File: config.mk
export PLATFORM = sky130hd
export DESIGN_NAME = i2c_edid_responder_flat
export DESIGN_NICKNAME = d
export VERILOG_FILES = /design/src/rtl/i2c_edid_responder_if.sv /design/src/rtl/i2c_edid_responder.sv /design/src/flat_wrapper.sv
export SDC_FILE = /design/constraint.sdc
export NUM_CORES = 1
export LEC_CHECK = 0
export ABC_CLOCK_PERIOD_IN_PS = 2670
export CAP_MARGIN = 20
export CORE_ASPECT_RATIO = 1.75
export CORE_MARGIN = 2
export CORE_UTILIZATION = 40
export CTS_CLUSTER_DIAMETER = 200
export DETAILED_ROUTE_END_ITERATION = 7
export PLACE_DENSITY = 0.61
export SYNTH_ARGS = -nofsm -noshare
export SYNTH_HDL_FRONTEND = slang
export SYNTH_SLANG_ARGS = --single-unit
File: constraint.sdc
create_clock -name clk -period 2.67 [get_ports clk]
set_input_delay 0.801 -clock clk [delete_from_list [all_inputs] [get_ports clk]]
set_output_delay 0.801 -clock clk [all_outputs]
set_load 0.05 [all_outputs]
File: src/rtl/i2c_edid_responder_if.sv
// i2c_edid_responder_if
// Pad-side DDC bus seen by the EDID responder.
//   scl_in : raw SCL pad level (asynchronous to clk)
//   sda_in : raw SDA pad level (asynchronous to clk)
//   sda_oe : 1 = pull SDA low, 0 = release (open-drain, tristate lives in the pad ring)
// Signalling contract: there is no valid/ready pair on this bus. The master owns SCL.
// The wired-AND SDA level is sampled by the target on SCL rise. The target changes
// sda_oe only while SCL is low, and only after its data hold time. The single exception
// is releasing SDA when a START or STOP is seen.
interface i2c_edid_responder_if;
  logic scl_in;
  logic sda_in;
  logic sda_oe;

  modport master (output scl_in, output sda_in, input sda_oe);
  modport slave  (input scl_in, input sda_in, output sda_oe);
endinterface

File: src/rtl/i2c_edid_responder.sv
// i2c_edid_responder
// DDC/I2C target that answers as a 256-byte EDID EEPROM. Byte contents come from an
// external synchronous ROM with one clock of read latency.
// Ports:
//   clk, rst      : system clock (>= 20x SCL) and synchronous active-high reset
//   bus           : SCL/SDA pad levels in, SDA open-drain enable out
//   edid_addr     : byte offset into the ROM (the internal offset pointer)
//   edid_data     : ROM byte, valid one clk after edid_addr changes
//   busy          : high from the address-match ACK until STOP or re-START
//   rd_byte_done  : one-clk pulse when the master ACKs or NACKs a byte we sent
//   dbg_state     : current FSM state encoding
module i2c_edid_responder #(
  parameter logic [6:0] DEV_ADDR    = 7'h50,
  parameter int         FILTER_LEN  = 4,
  parameter int         HOLD_CYCLES = 8
) (
  input  logic                  clk,
  input  logic                  rst,
  i2c_edid_responder_if.slave   bus,
  output logic [7:0]            edid_addr,
  input  logic [7:0]            edid_data,
  output logic                  busy,
  output logic                  rd_byte_done,
  output logic [3:0]            dbg_state
);

  localparam int FW = $clog2(FILTER_LEN) + 1;
  localparam int HW = $clog2(HOLD_CYCLES) + 1;

  typedef enum logic [3:0] {
    ST_IDLE       = 4'd0,
    ST_ADDR       = 4'd1,
    ST_ADDR_ACK   = 4'd2,
    ST_WR_OFFSET  = 4'd3,
    ST_WR_ACK     = 4'd4,
    ST_WR_DISCARD = 4'd5,
    ST_RD_DATA    = 4'd6,
    ST_RD_ACK     = 4'd7,
    ST_IGNORE     = 4'd8
  } state_t;

  // Input conditioning
  logic [1:0]    scl_s, sda_s;
  logic          scl_f, sda_f;
  logic          scl_d, sda_d;
  logic [FW-1:0] scl_cnt, sda_cnt;

  // A filtered level flips only after FILTER_LEN consecutive samples disagree with it.
  always_ff @(posedge clk) begin
    if (rst) begin
      scl_s   <= 2'b11;
      sda_s   <= 2'b11;
      scl_f   <= 1'b1;
      sda_f   <= 1'b1;
      scl_d   <= 1'b1;
      sda_d   <= 1'b1;
      scl_cnt <= '0;
      sda_cnt <= '0;
    end else begin
      scl_s <= {scl_s[0], bus.scl_in};
      sda_s <= {sda_s[0], bus.sda_in};
      scl_d <= scl_f;
      sda_d <= sda_f;
      if (scl_s[1] == scl_f) begin
        scl_cnt <= '0;
      end else if (scl_cnt == FW'(FILTER_LEN - 1)) begin
        scl_f   <= scl_s[1];
        scl_cnt <= '0;
      end else begin
        scl_cnt <= scl_cnt + FW'(1);
      end
      if (sda_s[1] == sda_f) begin
        sda_cnt <= '0;
      end else if (sda_cnt == FW'(FILTER_LEN - 1)) begin
        sda_f   <= sda_s[1];
        sda_cnt <= '0;
      end else begin
        sda_cnt <= sda_cnt + FW'(1);
      end
    end
  end

  logic scl_rise, scl_fall, sda_rise, sda_fall, start_det, stop_det;
  assign scl_rise = scl_f & ~scl_d;
  assign scl_fall = ~scl_f & scl_d;
  assign sda_rise = sda_f & ~sda_d;
  assign sda_fall = ~sda_f & sda_d;
  // START/STOP need SCL steadily high; an SDA edge in the same clk as an SCL edge is data.
  assign start_det = sda_fall & scl_f & scl_d;
  assign stop_det  = sda_rise & scl_f & scl_d;

  // Hold timer: hold_fire is high in the clk whose closing edge lands exactly
  // HOLD_CYCLES clk after the edge that made scl_f low.
  logic [HW-1:0] hold_cnt;
  logic          hold_fire;
  assign hold_fire = (hold_cnt == HW'(1));

  always_ff @(posedge clk) begin
    if (rst || scl_rise || start_det || stop_det) begin
      hold_cnt <= '0;
    end else if (scl_fall) begin
      hold_cnt <= HW'(HOLD_CYCLES - 1);
    end else if (hold_cnt != '0) begin
      hold_cnt <= hold_cnt - HW'(1);
    end
  end

  // FSM and datapath
  state_t     state, state_n;
  logic [3:0] bit_cnt, bit_cnt_n;
  logic [7:0] shift, shift_n;
  logic [7:0] ptr, ptr_n;
  logic       sda_oe_q, oe_n;
  logic       busy_n, done_n;
  // ack_phase: in an ACK state, set once the 9th rise has passed, so the next
  // hold_fire ends the ACK slot instead of starting it.
  logic       ack_phase, ack_phase_n;

  always_ff @(posedge clk) begin
    if (rst) begin
      state        <= ST_IDLE;
      bit_cnt      <= '0;
      shift        <= '0;
      ptr          <= '0;
      sda_oe_q     <= 1'b0;
      busy         <= 1'b0;
      rd_byte_done <= 1'b0;
      ack_phase    <= 1'b0;
    end else begin
      state        <= state_n;
      bit_cnt      <= bit_cnt_n;
      shift        <= shift_n;
      ptr          <= ptr_n;
      sda_oe_q     <= oe_n;
      busy         <= busy_n;
      rd_byte_done <= done_n;
      ack_phase    <= ack_phase_n;
    end
  end

  always_comb begin
    state_n     = state;
    bit_cnt_n   = bit_cnt;
    shift_n     = shift;
    ptr_n       = ptr;
    oe_n        = sda_oe_q;
    busy_n      = busy;
    done_n      = 1'b0;
    ack_phase_n = ack_phase;
    if (start_det) begin
      state_n     = ST_ADDR;
      bit_cnt_n   = '0;
      oe_n        = 1'b0;
      busy_n      = 1'b0;
      ack_phase_n = 1'b0;
    end else if (stop_det) begin
      state_n     = ST_IDLE;
      bit_cnt_n   = '0;
      oe_n        = 1'b0;
      busy_n      = 1'b0;
      ack_phase_n = 1'b0;
    end else begin
      unique case (state)
        ST_ADDR: begin
          if (scl_rise) begin
            shift_n   = {shift[6:0], sda_f};
            bit_cnt_n = bit_cnt + 4'd1;
            if (bit_cnt == 4'd7) begin
              ack_phase_n = 1'b0;
              state_n     = (shift[6:0] == DEV_ADDR) ? ST_ADDR_ACK : ST_IGNORE;
            end
          end
        end
        ST_ADDR_ACK: begin
          if (scl_rise) begin
            ack_phase_n = 1'b1;
          end else if (hold_fire) begin
            if (!ack_phase) begin
              oe_n   = 1'b1;
              busy_n = 1'b1;
            end else begin
              ack_phase_n = 1'b0;
              bit_cnt_n   = '0;
              // shift[0] still holds the R/W bit of the address byte.
              if (shift[0]) begin
                shift_n = edid_data;
                oe_n    = ~edid_data[7];
                state_n = ST_RD_DATA;
              end else begin
                oe_n    = 1'b0;
                state_n = ST_WR_OFFSET;
              end
            end
          end
        end
        ST_WR_OFFSET, ST_WR_DISCARD: begin
          if (scl_rise) begin
            shift_n   = {shift[6:0], sda_f};
            bit_cnt_n = bit_cnt + 4'd1;
            if (bit_cnt == 4'd7) begin
              if (state == ST_WR_OFFSET) ptr_n = {shift[6:0], sda_f};
              ack_phase_n = 1'b0;
              state_n     = ST_WR_ACK;
            end
          end
        end
        ST_WR_ACK: begin
          if (scl_rise) begin
            ack_phase_n = 1'b1;
          end else if (hold_fire) begin
            if (!ack_phase) begin
              oe_n = 1'b1;
            end else begin
              oe_n        = 1'b0;
              ack_phase_n = 1'b0;
              bit_cnt_n   = '0;
              state_n     = ST_WR_DISCARD;
            end
          end
        end
        ST_RD_DATA: begin
          // shift[7] always holds the bit to present after the next SCL fall.
          if (scl_rise) begin
            shift_n   = {shift[6:0], 1'b0};
            bit_cnt_n = bit_cnt + 4'd1;
            if (bit_cnt == 4'd7) ptr_n = ptr + 8'd1;
          end else if (hold_fire) begin
            if (bit_cnt == 4'd8) begin
              oe_n        = 1'b0;
              ack_phase_n = 1'b0;
              state_n     = ST_RD_ACK;
            end else begin
              oe_n = ~shift[7];
            end
          end
        end
        ST_RD_ACK: begin
          if (scl_rise) begin
            done_n = 1'b1;
            if (sda_f) state_n = ST_IGNORE;
            else       ack_phase_n = 1'b1;
          end else if (hold_fire && ack_phase) begin
            // ptr moved at the 8th rise, so edid_data already reflects the new offset.
            shift_n     = edid_data;
            oe_n        = ~edid_data[7];
            bit_cnt_n   = '0;
            ack_phase_n = 1'b0;
            state_n     = ST_RD_DATA;
          end
        end
        ST_IDLE, ST_IGNORE: begin
        end
        default: state_n = ST_IDLE;
      endcase
    end
  end

  assign bus.sda_oe = sda_oe_q;
  assign edid_addr  = ptr;
  assign dbg_state  = state;

endmodule
File: src/flat_wrapper.sv
// flat-port wrapper written by rule: the top's interface ports become plain ports
module i2c_edid_responder_flat 
#(
  parameter logic [6:0] DEV_ADDR    = 7'h50,
  parameter int         FILTER_LEN  = 4,
  parameter int         HOLD_CYCLES = 8
)
  (clk, rst, edid_addr, edid_data, busy, rd_byte_done, dbg_state, bus_scl_in, bus_sda_in, bus_sda_oe);
  i2c_edid_responder_if bus_i ();
  input  logic clk;
  input  logic rst;
  output logic [7:0] edid_addr;
  input  logic [7:0] edid_data;
  output logic busy;
  output logic rd_byte_done;
  output logic [3:0] dbg_state;
  input wire logic [$bits(bus_i.scl_in)-1:0] bus_scl_in;
  input wire logic [$bits(bus_i.sda_in)-1:0] bus_sda_in;
  output wire logic [$bits(bus_i.sda_oe)-1:0] bus_sda_oe;
  assign bus_i.scl_in = bus_scl_in;
  assign bus_i.sda_in = bus_sda_in;
  assign bus_sda_oe = bus_i.sda_oe;
  i2c_edid_responder #(.DEV_ADDR(DEV_ADDR), .FILTER_LEN(FILTER_LEN), .HOLD_CYCLES(HOLD_CYCLES)) u_core (.clk(clk), .rst(rst), .bus(bus_i), .edid_addr(edid_addr), .edid_data(edid_data), .busy(busy), .rd_byte_done(rd_byte_done), .dbg_state(dbg_state));
endmodule
==> results of run 1 <==
## power breakdown
part	total (mW)	leakage [nW]	internal, mW	switching, mW
Clock	0.663	0.0763	0.359	0.304
Sequential	0.741	0.372	0.713	0.0280
Combinational	0.189	0.758	0.0903	0.0987
Total	1.59	1.21	1.16	0.431
## flip-flops by register name, indices dropped and copies added, names as in the netlist, 2 cells and up
signal	cells
u_core.shift	8
u_core.sda_s	2
u_core.sda_cnt	3
u_core.dbg_state	4
u_core.hold_cnt	4
u_core.scl_cnt	3
u_core.scl_s	2
u_core.bit_cnt	4
u_core.edid_addr	8
## worst register-to-register path: cells and delay by family, from the launching register on
family	cells	cell delay (ns)
compound gates	2	0.71
flops	1	0.40
simple gates	3	0.96
fa+ha+maj	1	0.22
## final timing paths
| check | endpoint | slack [ns] | cells after the start |
|---|---|---|---|
| max reg2reg | u_core.shift[4]$_SDFFE_PP0P_ | 0.26 | 6 |
| max | u_core.shift[4]$_SDFFE_PP0P_ | 0.26 | 6 |
| min reg2reg | u_core.scl_s[1]$_SDFF_PP1_ | 0.41 | 1 |
| min | u_core.scl_s[1]$_SDFF_PP1_ | 0.41 | 1 |
## layer usage
layer / up-vias / wire length, µm / global-route usage [%]
met3: 23 / 426 / 2.91
met4: 0 / 322 / 12.2
met2: 103 / 3750 / 35.6
li1: 1320 / - / -
met1: 1228 / 2970 / 22.6
met5: - / 0 / 0
## cell families (layout without fill, tap and decap cells)
kind of cell,Yosys count,after routing,share of synthesized area (%)
xor+xnor,8,8,2.46
mux,4,4,1.41
fa+ha+maj,9,9,3.96
simple gates,139,139,27.1
flops,46,46,32.4
compound gates,102,102,24.9
buf+inv,37,64,7.79
## Yosys cell counts, types with 4 or more instances
master / number / area [µm²]
a211oi_1: 4 / 30.0
a21oi_1: 19 / 95.1
a221oi_1: 6 / 52.6
a22oi_1: 8 / 60.1
a31oi_1: 10 / 62.6
and3_1: 4 / 25.0
buf_2: 6 / 30.0
buf_6: 4 / 45.0
clkbuf_1: 7 / 26.3
clkbuf_8: 4 / 55.1
dfxtp_1: 46 / 921
ha_1: 9 / 113
inv_1: 14 / 52.6
mux2i_1: 4 / 40.0
nand2_1: 27 / 101
nand2b_1: 4 / 25.0
nand3_1: 13 / 65.1
nand3b_1: 5 / 37.5
nor2_1: 30 / 113
nor2b_1: 7 / 43.8
nor3_1: 14 / 70.1
o21ai_0: 20 / 100
or2_2: 8 / 50.1
xnor2_1: 5 / 43.8
## layout by cell type (no fill, tap or decap), types with 4 or more instances in the layout
cell              n
clkdlybuf4s50_1  22
clkbuf_16         5
nand2b_1          4
nor3_1           14
nand2_1          27
nor2b_1           7
or2_2             8
a21oi_1          19
xnor2_1           5
a221oi_1          6
nor2_1           30
a31oi_1          10
inv_1            14
and3_1            4
o21ai_0          20
dfxtp_1          46
a22oi_1           8
buf_4            19
nand3_1          13
mux2i_1           4
ha_1              9
a211oi_1          4
nand3b_1          5
## final cells by class
| cell class | instances | area, µm² |
|---|---|---|
| fill | 645 | 3540 |
| clock inverter | 3 | 28.8 |
| tap | 84 | 105 |
| multi-input combinational | 262 | 1700 |
| inverter | 14 | 52.6 |
| clock buffer | 5 | 125 |
| sequential | 46 | 921 |
| timing repair buffer | 42 | 383 |
## stage by stage
stage	total power, mW	setup slack (ns)	cells	hold WS [ns]
2_1_floorplan	0.891	0.461	345	0.389
3_3_place_gp	0.939	0.374	448	0.393
3_5_place_dp	0.946	0.320	448	0.400
4_1_cts	1.62	0.290	456	0.418
5_1_grt	1.67	0.126	456	0.434
6_report	1.59	0.256	456	0.415
==> impl_metrics.toml, run 1 <==
[status]
status = "complete, no violations"

[route]
avgRoutedWirePerCell_um = 16.4
first_iter_violations = 193
ant_nets = 0
via_per_inst = 5.86
drc = 0
wl_mm = 7.46
via_count = 2674
first_pass_iters = 6

[die]
ios = 27
dieArea_um2 = 7830
die_w_um = 67.7
initial_core_util_pct = 41.5
rows = 40
coreArea_um2 = 6860
die_h_um = 116

[timing]
setup_tns_ns = 0
worst_slew_pin_slew_ns = 0.742
clock_skew_ns = 0.00429
report.final.setup_viol = 0
timing.fmax_mhz = 414
hold_violations = 0
slew_headroom_pct = 50.0
period_needed_ns = 2.41
rsz0062_at_grt = "no"
slew_violations = 0
min_period_over_period_pct = 90.4

[critical_path]
critPathMaxFanout = 9
crit_family = "simple AND/OR/NAND/NOR gates"
cp_slowest_cell = "or4bb_1"
worstPathRequired_ns = 2.85
worstPathArrival_ns = 2.59
critical_path.startpoint = "u_core.hold_cnt[0]$_SDFFE_PP0P_"
start_kind = "flip-flop"
path_buf_inv = 0
path_class = "reg2reg"
rr_startpoint = "u_core.hold_cnt[0]$_SDFFE_PP0P_"
endpoint_kind = "flip-flop"
max_stage_delay_ns = 0.56
crit_chain = "ha_1 > or4bb_1 > o211ai_2 > nand3_1 > a221oi_1 > nor3_1"

[clock_network]
cts_resized = 0
postCtsHoldBufs = 0
root_buffer = "clkbuf_16"
numCtsBuffers = 5
h-tree-depth = 2
cts_tree = "yes"
clock_path_buffers = 2
cts.clk_slew.worst_paths_ns = 0.07
clock-sinks = 46
clkLatencyLatePin_ns = 0.30
post-cts-setup-buffer-count = 0

[global_route]
globalRouteOverflowTotal = 0
grt_pass1_vias = 2554
grt_util_all_layers_pct = 20.4
grt_pass1_wl_mm = 12.1
grt_max_degree = 30
antenna_found_initial = 0

[job]
cap_violations = 0

[final_layout]
final_area_um2 = 3320
syn_to_final_growth_pct = 16.6
finalNetCount = 392
drive_gt1_share_pct = 14.0
fin_util_pct = 48.4
diodes = 0

[placed_design]
numPortBuffers = 26
place_congestion = 0.896
dp_hpwl_mm = 5.48
place_area_um2 = 3160

[power]
p_leak_nw = 1.21
max-vdd-ir-drop_mv = 0.408
p_per_area_nw_per_um2 = 480

[logic_synthesis]
async_flop_share_pct = 0
syn-cell-area_um2 = 2840
avgSynthCellArea_um2 = 8.24
yosys_register_bits = 46
synthCells = 345
ys.flop_type = "dfxtp_1"
synth-edff-count = 0
yosysWarnings = 0
ys_seq_area_share_pct = 32.4
synth_nets = 366
synthDistinctLibCells = 69

[min_path]
min-delay-start = "u_core.scl_s[0]$_SDFF_PP1_"
hp-class = "reg2reg"
No activity file was read; power rests on OpenSTA's default activity.
==> inputs of run 2 (changes only) <==
--- a/config.mk
+++ b/config.mk
@@ -7,12 +7,15 @@
 export LEC_CHECK = 0
 export ABC_CLOCK_PERIOD_IN_PS = 2670
 export CAP_MARGIN = 20
+export CELL_PAD_IN_SITES_DETAIL_PLACEMENT = 1
+export CELL_PAD_IN_SITES_GLOBAL_PLACEMENT = 1
 export CORE_ASPECT_RATIO = 1.75
 export CORE_MARGIN = 2
 export CORE_UTILIZATION = 40
 export CTS_CLUSTER_DIAMETER = 200
 export DETAILED_ROUTE_END_ITERATION = 7
-export PLACE_DENSITY = 0.61
+export HOLD_SLACK_MARGIN = 0.12
+export PLACE_DENSITY = 0.77
 export SYNTH_ARGS = -nofsm -noshare
 export SYNTH_HDL_FRONTEND = slang
 export SYNTH_SLANG_ARGS = --single-unit
==> run 2 against run 1 <==
Setup slack improved by 0.014 ns. Clock skew is essentially flat. Register-to-register slack hardly changed. Utilization rose by 0.29 points. Final cell count is 0.66% higher. Die area did not move. Sequential power hardly changed. Count of clock-buffer cells in the layout up 1. Maximum frequency grew 0.57%. Largest power group unchanged.
==> impl_metrics.toml, run 2 (synthesis results as in run 1) <==
[global_route]
globalRouteOverflowTotal = 0
grt_pass1_vias = 2932
antenna_found_initial = 0
grt_max_degree = 20
grt_pass1_wl_mm = 14.4
grt_util_all_layers_pct = 24.2

[clock_network]
h-tree-depth = 2
clkLatencyLatePin_ns = 0.29
clock-sinks = 46
clock_path_buffers = 2
cts_resized = 0
root_buffer = "clkbuf_16"
cts_tree = "yes"
post-cts-setup-buffer-count = 0
numCtsBuffers = 5
cts.clk_slew.worst_paths_ns = 0.07
postCtsHoldBufs = 0

[timing]
min_period_over_period_pct = 89.9
setup_tns_ns = 0
worst_slew_pin_slew_ns = 0.839
hold_violations = 0
worst_hold_slack_ns = 0.413
timing.fmax_mhz = 417
slew_violations = 0
clock_skew_ns = 0.00464
report.final.setup_viol = 0
rsz0062_at_grt = "no"
setup_ws_ns = 0.270
period_needed_ns = 2.40
slew_headroom_pct = 43.5

[final_layout]
final_common_cell = "dfxtp_1"
final_cells = 459
finalNetCount = 395
final_area_um2 = 3340
ff_latch_area_um2 = 921
multi_input_area_um2 = 1700
drive_gt1_share_pct = 14.7
syn_to_final_growth_pct = 17.3
diodes = 0
filler_cell_count = 845
layout_common_cells = "dfxtp_1, nor2_1, nand2_1"

[die]
dieArea_um2 = 7830
die_h_um = 116
rows = 40
die_w_um = 67.7
coreArea_um2 = 6860
ios = 27
initial_core_util_pct = 41.5

[critical_path]
endpoint_kind = "flip-flop"
worstPathRequired_ns = 2.85
critPathMaxFanout = 9
worstPathArrival_ns = 2.58
path_class = "reg2reg"
start_kind = "flip-flop"

[route]
first_pass_iters = 5
avgRoutedWirePerCell_um = 19.1
via_count = 2763
wl_mm = 8.76
first_iter_violations = 90
ant_nets = 0
via_per_inst = 6.02
drc = 0

[placed_design]
numPortBuffers = 26
place_congestion = 0.903
dp_slack_ns = 0.293
dp.cells = 451
place_area_um2 = 3190
dp_hpwl_mm = 6.58

[power]
p_per_area_nw_per_um2 = 475
max-vdd-ir-drop_mv = 0.351
p_leak_nw = 1.22

[job]
cap_violations = 0

[min_path]
hp-class = "reg2reg"

[status]
status = "complete, no violations"
-- run 2: changes by cell type in the layout (fill, tap and decap cells not counted) --
cell        before  now
clkinv_4         1    0
buf_4           19   22
clkbuf_8         0    1
clkinvlp_4       0    1
inv_8            1    0
inv_6            1    0
clkinv_2         0    1
-- run 2: final timing paths --
check	startpoint	endpoint	slack, ns	cells after the start
worst max-delay path	u_core.hold_cnt[1]$_SDFFE_PP0P_	u_core.shift[5]$_SDFFE_PP0P_	0.27	7
worst min-delay path	u_core.scl_s[0]$_SDFF_PP1_	u_core.scl_s[1]$_SDFF_PP1_	0.41	1
worst max register to register	u_core.hold_cnt[1]$_SDFFE_PP0P_	u_core.shift[5]$_SDFFE_PP0P_	0.27	7
worst min register to register	u_core.scl_s[0]$_SDFF_PP1_	u_core.scl_s[1]$_SDFF_PP1_	0.41	1
-- run 2: metal layers --
| metal | GRT usage, % | vias up | wire [µm] |
|---|---|---|---|
| met5 | 0 | - | 0 |
| met4 | 12.0 | 0 | 475 |
| met3 | 3.79 | 33 | 265 |
| met2 | 46.3 | 67 | 4800 |
| met1 | 24.0 | 1338 | 3220 |
| li1 | - | 1325 | - |
-- run 2: cell type report --
| class | instances | area share, % |
|---|---|---|
| repair buffers | 45 | 12.1 |
| inverters | 14 | 1.57 |
| clock inverters | 2 | 0.375 |
| flip-flops and latches | 46 | 27.6 |
| well taps | 84 | 3.15 |
| clock buffers | 6 | 4.16 |
| multi-input cells | 262 | 51.0 |
-- run 2: through the flow --
step	utilization, %	power, mW
floorplan	-	0.891
global placement	46.5	0.941
detailed placement	46.5	0.953
CTS	48.7	1.60
global route	48.7	1.65
finish	48.7	1.58
-- run 2: power breakdown --
group	switching [mW]	internal [mW]
combinational	0.101	0.0922
clock	0.278	0.371
sequential	0.0291	0.713
-- run 2: critical path, cell delays in order (launching register included) --
cell	delay (ns)
dfxtp_1	0.33
inv_1	0.09
ha_1	0.20
or4bb_1	0.53
o211ai_2	0.39
nand3_1	0.34
a221oi_1	0.32
nor3_1	0.07
